File: src/rtl/pipeline_ctrl_if.sv
// pipeline_ctrl_if
// Bundles the hazard inputs and the stall/kill/redirect outputs exchanged
// between the stall/flush sequencer and the F/X/W pipeline.
//   master : the sequencer (pipeline_ctrl); it reads the hazard and cache
//            status signals and drives the stage enables and perf_data.
//   slave  : the pipeline side; it drives the hazard and cache status
//            signals and consumes the stage enables.
// Signals:
//   ex_bubble, ex_do_jump           execute-stage hazard / taken jump
//   icache_ready                    fetch data valid this cycle
//   w_mem_req, dcache_ready         W-stage memory access and completion
//   f_stall, x_stall, w_stall       per-stage hold enables
//   x_kill, w_kill                  per-stage NOP insertion
//   pc_redirect                     PC loads jump target at next edge
//   perf_sel / perf_data            performance counter select and value
interface pipeline_ctrl_if #(
   parameter int CNT_W = 32
);
   logic             ex_bubble;
   logic             ex_do_jump;
   logic             icache_ready;
   logic             w_mem_req;
   logic             dcache_ready;
   logic             f_stall;
   logic             x_stall;
   logic             x_kill;
   logic             w_stall;
   logic             w_kill;
   logic             pc_redirect;
   logic [1:0]       perf_sel;
   logic [CNT_W-1:0] perf_data;

   modport master (
      input  ex_bubble, ex_do_jump, icache_ready, w_mem_req, dcache_ready,
      input  perf_sel,
      output f_stall, x_stall, x_kill, w_stall, w_kill, pc_redirect,
      output perf_data
   );

   modport slave (
      output ex_bubble, ex_do_jump, icache_ready, w_mem_req, dcache_ready,
      output perf_sel,
      input  f_stall, x_stall, x_kill, w_stall, w_kill, pc_redirect,
      input  perf_data
   );
endinterface

File: src/rtl/pipeline_ctrl.sv
// pipeline_ctrl
// Stall/flush sequencer for the 3-stage F/X/W core. Combines the execute
// stage load-use bubble and taken-jump signals with the icache/dcache ready
// signals and produces per-stage hold/kill enables plus the PC redirect.
// Outputs are combinational from the current state and the inputs; only the
// state, the post-reset drain counter and the perf counters are registered.
// States:
//   RST_DRAIN : flush the pipe for RESET_CYCLES cycles after reset
//   RUN       : normal priority resolution
//   DWAIT     : full freeze until the outstanding data access completes
//   IDISCARD  : throw away the fetch that was in flight when a jump redirected
// Ports:
//   clk  : clock
//   rst  : asynchronous active-high reset
//   bus  : pipeline_ctrl_if.master (hazard inputs, stage enables, perf port)
// Parameters:
//   RESET_CYCLES : drain cycles after reset deassertion (>= 1)
//   CNT_W        : performance counter width
// Build option:
//   PIPE_PERF_EN : when defined, four wrap-around performance counters are
//                  built and selected by perf_sel; otherwise perf_data is 0.
module pipeline_ctrl #(
   parameter int RESET_CYCLES = 2,
   parameter int CNT_W        = 32
) (
   input logic             clk,
   input logic             rst,
   pipeline_ctrl_if.master bus
);

   typedef enum logic [1:0] {
      RST_DRAIN = 2'd0,
      RUN       = 2'd1,
      DWAIT     = 2'd2,
      IDISCARD  = 2'd3
   } state_t;

   localparam int DRAIN_W = (RESET_CYCLES > 1) ? $clog2(RESET_CYCLES) : 1;
   localparam logic [DRAIN_W-1:0] DRAIN_INIT = DRAIN_W'(RESET_CYCLES - 1);

   state_t               state_q, state_d;
   logic [DRAIN_W-1:0]   drain_q, drain_d;

   logic f_stall, x_stall, x_kill, w_stall, w_kill, pc_redirect;
   logic bubble_ins;
   logic freeze;

   // A W-stage access that has not completed stalls everything.
   assign freeze = bus.w_mem_req && !bus.dcache_ready;

   always_comb begin
      f_stall     = 1'b0;
      x_stall     = 1'b0;
      x_kill      = 1'b0;
      w_stall     = 1'b0;
      w_kill      = 1'b0;
      pc_redirect = 1'b0;
      bubble_ins  = 1'b0;
      state_d     = state_q;
      drain_d     = drain_q;

      case (state_q)
         RST_DRAIN: begin
            f_stall = 1'b1;
            x_kill  = 1'b1;
            w_kill  = 1'b1;
            if (drain_q == '0) begin
               state_d = RUN;
            end else begin
               drain_d = drain_q - 1'b1;
            end
         end

         RUN, DWAIT: begin
            // In DWAIT the freeze holds on dcache_ready alone; the access
            // that started it is still the one in W.
            if ((state_q == RUN && freeze) ||
                (state_q == DWAIT && !bus.dcache_ready)) begin
               f_stall = 1'b1;
               x_stall = 1'b1;
               w_stall = 1'b1;
               state_d = DWAIT;
            end else begin
               state_d = RUN;
               if (bus.ex_bubble) begin
                  // Jump operands are not valid under a load-use hazard,
                  // so ex_do_jump is deliberately ignored here.
                  f_stall    = 1'b1;
                  x_stall    = 1'b1;
                  w_kill     = 1'b1;
                  bubble_ins = 1'b1;
               end else if (bus.ex_do_jump) begin
                  pc_redirect = 1'b1;
                  x_kill      = 1'b1;
                  // The miss in flight belongs to the wrong path; drop it
                  // when it eventually returns.
                  if (!bus.icache_ready) begin
                     state_d = IDISCARD;
                  end
               end else if (!bus.icache_ready) begin
                  f_stall = 1'b1;
                  x_kill  = 1'b1;
               end
            end
         end

         IDISCARD: begin
            if (freeze) begin
               // X holds its NOP instead of reloading one so x_stall and
               // x_kill never overlap.
               f_stall = 1'b1;
               x_stall = 1'b1;
               w_stall = 1'b1;
            end else begin
               f_stall = 1'b1;
               x_kill  = 1'b1;
               if (bus.icache_ready) begin
                  state_d = RUN;
               end
            end
         end

         default: begin
            state_d = RST_DRAIN;
         end
      endcase
   end

   // The drain counter is reloaded by reset so that RESET_CYCLES drain cycles
   // follow every reset release.
   always_ff @(posedge clk or posedge rst) begin
      if (rst) begin
         state_q <= RST_DRAIN;
         drain_q <= DRAIN_INIT;
      end else begin
         state_q <= state_d;
         drain_q <= drain_d;
      end
   end

   assign bus.f_stall     = f_stall;
   assign bus.x_stall     = x_stall;
   assign bus.x_kill      = x_kill;
   assign bus.w_stall     = w_stall;
   assign bus.w_kill      = w_kill;
   assign bus.pc_redirect = pc_redirect;

`ifdef PIPE_PERF_EN
   // Counter events: 0 = active (non-drain) cycle, 1 = W stalled,
   // 2 = load-use bubble inserted, 3 = redirect.
   logic [3:0]            perf_inc;
   logic [3:0][CNT_W-1:0] perf_vals;

   assign perf_inc = {pc_redirect, bubble_ins, w_stall, (state_q != RST_DRAIN)};

   generate
      for (genvar gi = 0; gi < 4; gi++) begin : g_perf
         logic [CNT_W-1:0] cnt_q, cnt_d;

         always_comb begin
            cnt_d = cnt_q + CNT_W'(perf_inc[gi]);
         end

         always_ff @(posedge clk or posedge rst) begin
            if (rst) begin
               cnt_q <= '0;
            end else begin
               cnt_q <= cnt_d;
            end
         end

         assign perf_vals[gi] = cnt_q;
      end
   endgenerate

   assign bus.perf_data = perf_vals[bus.perf_sel];
`else
   logic unused_perf;
   assign unused_perf   = ^{bus.perf_sel, bubble_ins};
   assign bus.perf_data = '0;
`endif

endmodule

File: src/flat_wrapper.sv
// flat-port wrapper written by rule: the top's interface ports become plain ports
module pipeline_ctrl_flat 
#(
   parameter int RESET_CYCLES = 2,
   parameter int CNT_W        = 32
)
  (clk, rst, bus_ex_bubble, bus_ex_do_jump, bus_icache_ready, bus_w_mem_req, bus_dcache_ready, bus_perf_sel, bus_f_stall, bus_x_stall, bus_x_kill, bus_w_stall, bus_w_kill, bus_pc_redirect, bus_perf_data);
  pipeline_ctrl_if #(.CNT_W(CNT_W)) bus_i ();
  input logic clk;
  input logic rst;
  input wire logic [$bits(bus_i.ex_bubble)-1:0] bus_ex_bubble;
  input wire logic [$bits(bus_i.ex_do_jump)-1:0] bus_ex_do_jump;
  input wire logic [$bits(bus_i.icache_ready)-1:0] bus_icache_ready;
  input wire logic [$bits(bus_i.w_mem_req)-1:0] bus_w_mem_req;
  input wire logic [$bits(bus_i.dcache_ready)-1:0] bus_dcache_ready;
  input wire logic [$bits(bus_i.perf_sel)-1:0] bus_perf_sel;
  output wire logic [$bits(bus_i.f_stall)-1:0] bus_f_stall;
  output wire logic [$bits(bus_i.x_stall)-1:0] bus_x_stall;
  output wire logic [$bits(bus_i.x_kill)-1:0] bus_x_kill;
  output wire logic [$bits(bus_i.w_stall)-1:0] bus_w_stall;
  output wire logic [$bits(bus_i.w_kill)-1:0] bus_w_kill;
  output wire logic [$bits(bus_i.pc_redirect)-1:0] bus_pc_redirect;
  output wire logic [$bits(bus_i.perf_data)-1:0] bus_perf_data;
  assign bus_i.ex_bubble = bus_ex_bubble;
  assign bus_i.ex_do_jump = bus_ex_do_jump;
  assign bus_i.icache_ready = bus_icache_ready;
  assign bus_i.w_mem_req = bus_w_mem_req;
  assign bus_i.dcache_ready = bus_dcache_ready;
  assign bus_i.perf_sel = bus_perf_sel;
  assign bus_f_stall = bus_i.f_stall;
  assign bus_x_stall = bus_i.x_stall;
  assign bus_x_kill = bus_i.x_kill;
  assign bus_w_stall = bus_i.w_stall;
  assign bus_w_kill = bus_i.w_kill;
  assign bus_pc_redirect = bus_i.pc_redirect;
  assign bus_perf_data = bus_i.perf_data;
  pipeline_ctrl #(.RESET_CYCLES(RESET_CYCLES), .CNT_W(CNT_W)) u_core (.clk(clk), .rst(rst), .bus(bus_i));
endmodule
File: config.mk
export PLATFORM = sky130hd
export DESIGN_NAME = pipeline_ctrl_flat
export DESIGN_NICKNAME = d
export VERILOG_FILES = /design/src/rtl/pipeline_ctrl_if.sv /design/src/rtl/pipeline_ctrl.sv /design/src/flat_wrapper.sv
export SDC_FILE = /design/constraint.sdc
export NUM_CORES = 1
export LEC_CHECK = 0
export ABC_CLOCK_PERIOD_IN_PS = 1600
export CAP_MARGIN = 20
export CORE_UTILIZATION = 33
export CTS_CLUSTER_SIZE = 12
export DETAILED_ROUTE_END_ITERATION = 6
export GPL_ROUTABILITY_DRIVEN = 0
export PLACE_DENSITY = 0.89
export SKIP_LAST_GASP = 1
export SLEW_MARGIN = 20
export SYNTH_ARGS = -nofsm -noshare
export SYNTH_HDL_FRONTEND = slang
export SYNTH_SLANG_ARGS = --single-unit
File: constraint.sdc
create_clock -name clk -period 1.6 [get_ports clk]
set_input_delay 0.32 -clock clk [delete_from_list [all_inputs] [get_ports clk]]
set_output_delay 0.32 -clock clk [all_outputs]
set_load 0.1 [all_outputs]
==> results.md, run 1 <==
- Status: finished, violations left
- Failing checks: setup timing
- Yosys Warn Count: 0
- Crit-path cells: buf_4 > ha_4 > a21oi_4 > o21ai_4 > o21bai_4 > buf_12
- Synth unique cells: 25
- Max Cap Viol: 0
- Vias: 508
- CP endpoint kind: primary output
- RSZ-0062 raised after global routing: true
- Vias in the first global route: 511
- Post-Syn Area per Cell: 8.07 µm²
- Wirelength per Cell: 10.3 µm
- Final setup violation count: 7
- First-pass GRT wire length: 2240 µm
- CP max-delay cell: dfrtp_1
- FMAX: 509 MHz
- Root Buffer Master: clkbuf_4
- Fin. Hold Viols: 0
- Startpoint types: register
- Area of the mapped netlist: 597 µm²
- Hpwl dp: 971 µm
- Pin count of the biggest net entering global routing: 9
- Cell Area, Placed: 843 µm²
- XOR/XNOR share of the synthesized area: 0
- CP Data Arrival Time: 1.64 ns
- Post-synthesis sequential area ratio: 0.128
- Synth Area in Simple Gates: 0.155
- CTS H-tree lvls: 1
- Worst-path fanout max: 3
- Worst setup margin: -0.363 ns
- Largest delay share family, worst path: compound AO/OA/AOI/OAI gates
- Buf+Inv Stages, Crit Path: 2
- Critical path required time: 1.28 ns
- Worst-Skew Late Latency: 0.23 ns
- Total grt overflow: 0
- Worst R2R Setup Slack: -0.17 ns
- # DRC: 0
- Final Cell Area: 1030 µm²
- Period utilisation layout: 1.23
- Boundary pin count: 47
- Max-slew violation count: 0
- Drt via density: 3.82
- Min Clock Period, post-route: 1.96 ns
- Largest family of logic cells by synthesized area: buffers and inverters
- DR iter-0 viols: 2
- Die Height: 44.5 µm
- Total track usage: 0.161
- Layout cell share with drive strength beyond 1: 0.472
- TritonCTS clock tree: done
- Die area: 1980 µm²
- Setup TNS: -2.13 ns
- Antenna cells: 0
- WS Path Type: register to primary output
- FP Rows: 15
- Synth Area in Compound Gates: 0.132
- Total iterations of the first detailed-routing run: 4
- Core Box Area: 1710 µm²
- Area of the multi-input gates: 562 µm²
- Number of CTS-inserted buffers: 3
- Hold WC Path Type: input port to asynchronous set/reset pin
- Crit path largest cell delay: 0.40 ns
- Synth Register Bits: 3
- Post-Route Skew: 0.00104 ns
- Gate Count Post-Synth: 74
- Fillers: 142
- Mux contribution to synthesized area: 0.0189
- Longest Clk Path Bufs: 2
- Nets: 124
- Register area: 76.3 µm²
- Chip width: 44.5 µm
- IO buf count: 12
- Area grow syn2layout: 73.4%
- Area share of fa/ha/maj cells after synthesis: 0.126
- Initial Utilization: 0.349
- Detailed Route WL: 1370 µm
- Clock-pin transition on the worst setup and hold timing paths: 0.04 ns
- Fin util: 0.606
- Initial antenna violation count: 0
- Routed Antenna Nets: 0
- Clock sink count: 3
- Post-cts hold buffer count: 0
==> placed cells by master (no fill, tap or decap), types with 2 or more instances in the layout <==
cell type        Yosys  layout
a21oi_4              0       2
buf_12               0       6
buf_4               32      19
clkbuf_4             0       3
clkdlybuf4s50_1      0       4
conb_1               1      32
dfrtp_1              2       2
dlygate4sd2_1        0       2
ha_4                 0       4
inv_1                5       3
inv_2                0       2
nand3b_1             2       2
nor2b_1              4       3
nor3_4               0       2
o21ai_4              0       2
o21bai_4             0       2
==> cell families after synthesis <==
family	Yosys count
buf+inv	37
simple gates	14
compound gates	12
fa+ha+maj	6
flops	3
mux	1
other cells	1
==> flip-flops by register name (all words and copies together), names as in the netlist <==
| register | flops |
|---|---|
| u_core.drain_q | 1 |
| u_core.state_q | 2 |
==> metal layers <==
layer  routed length (µm)  vias up  GRT usage
met5                    0        -          0
met4                    9        0     0.0909
met3                   67        2     0.0367
met2                  843       24      0.324
met1                  447      235      0.143
li1                     -      247          -
==> path summary, 6_finish.rpt <==
path                                   startpoint           endpoint  depth (start not counted)
worst max register to register  u_core.state_q[1]  u_core.state_q[0]                          8
worst max-delay path            u_core.state_q[0]        bus_f_stall                          6
worst min register to register     u_core.drain_q     u_core.drain_q                          1
max in group asynchronous                     rst     u_core.drain_q                          2
worst min-delay path                          rst  u_core.state_q[1]                          2
min in group clk                   u_core.drain_q     u_core.drain_q                          1
==> synthesized netlist by cell type <==
library cell | count | area share
nand3b_1 | 2 | 0.025
a31oi_1 | 1 | 0.010
inv_1 | 5 | 0.031
nor2_1 | 1 | 0.0063
dfrtp_1 | 2 | 0.084
dfstp_2 | 1 | 0.044
a21o_1 | 1 | 0.013
o21ai_1 | 2 | 0.017
nand2_1 | 1 | 0.0063
ha_1 | 6 | 0.13
conb_1 | 1 | 0.0063
nor2b_1 | 4 | 0.042
nor3_2 | 1 | 0.017
and3b_1 | 1 | 0.015
a22oi_1 | 1 | 0.013
nor3_1 | 1 | 0.0084
and2_1 | 1 | 0.010
a21oi_1 | 3 | 0.025
mux2_1 | 1 | 0.019
nand2b_1 | 1 | 0.010
buf_4 | 32 | 0.40
o2bb2ai_1 | 1 | 0.015
nor4b_1 | 1 | 0.015
o32ai_1 | 1 | 0.015
o21bai_1 | 2 | 0.025
==> per-stage QoR <==
step / instances / hold WS, ns / setup slack (ns)
final: 133 / 0.252 / -0.363
after global routing: 133 / 0.273 / -0.414
after CTS: 131 / 0.246 / -0.348
after detailed placement: 120 / 0.474 / -0.335
after global placement: 120 / 0.471 / -0.320
after floorplan: 105 / 0.0729 / -0.332
==> final cells by class <==
class	instances	area share
Multi-Input combinational cell	65	0.543
Timing Repair Buffer	31	0.310
Sequential cell	3	0.0738
Tap cell	25	0.0302
Clock buffer	4	0.0254
Inverter	5	0.0181
==> timing repair <==
item | CTS | global route
resized for setup | 19 | 2
pin swaps | 6 | 5
buffers inserted | 7 | 2
setup endpoints to repair | 8 | 8
Power of run 1 is left out: the tool's default activity adds up to more than one toggle a clock period on the data nets, which glitch-free logic cannot reach.
==> inputs of run 2 (changes only) <==
Settings changed: SLEW_MARGIN 20 to 0.
==> results of run 2 <==
No change in the layout: final DEF, timing and power equal those of run 1.
Power of run 2 is left out for the same reason.
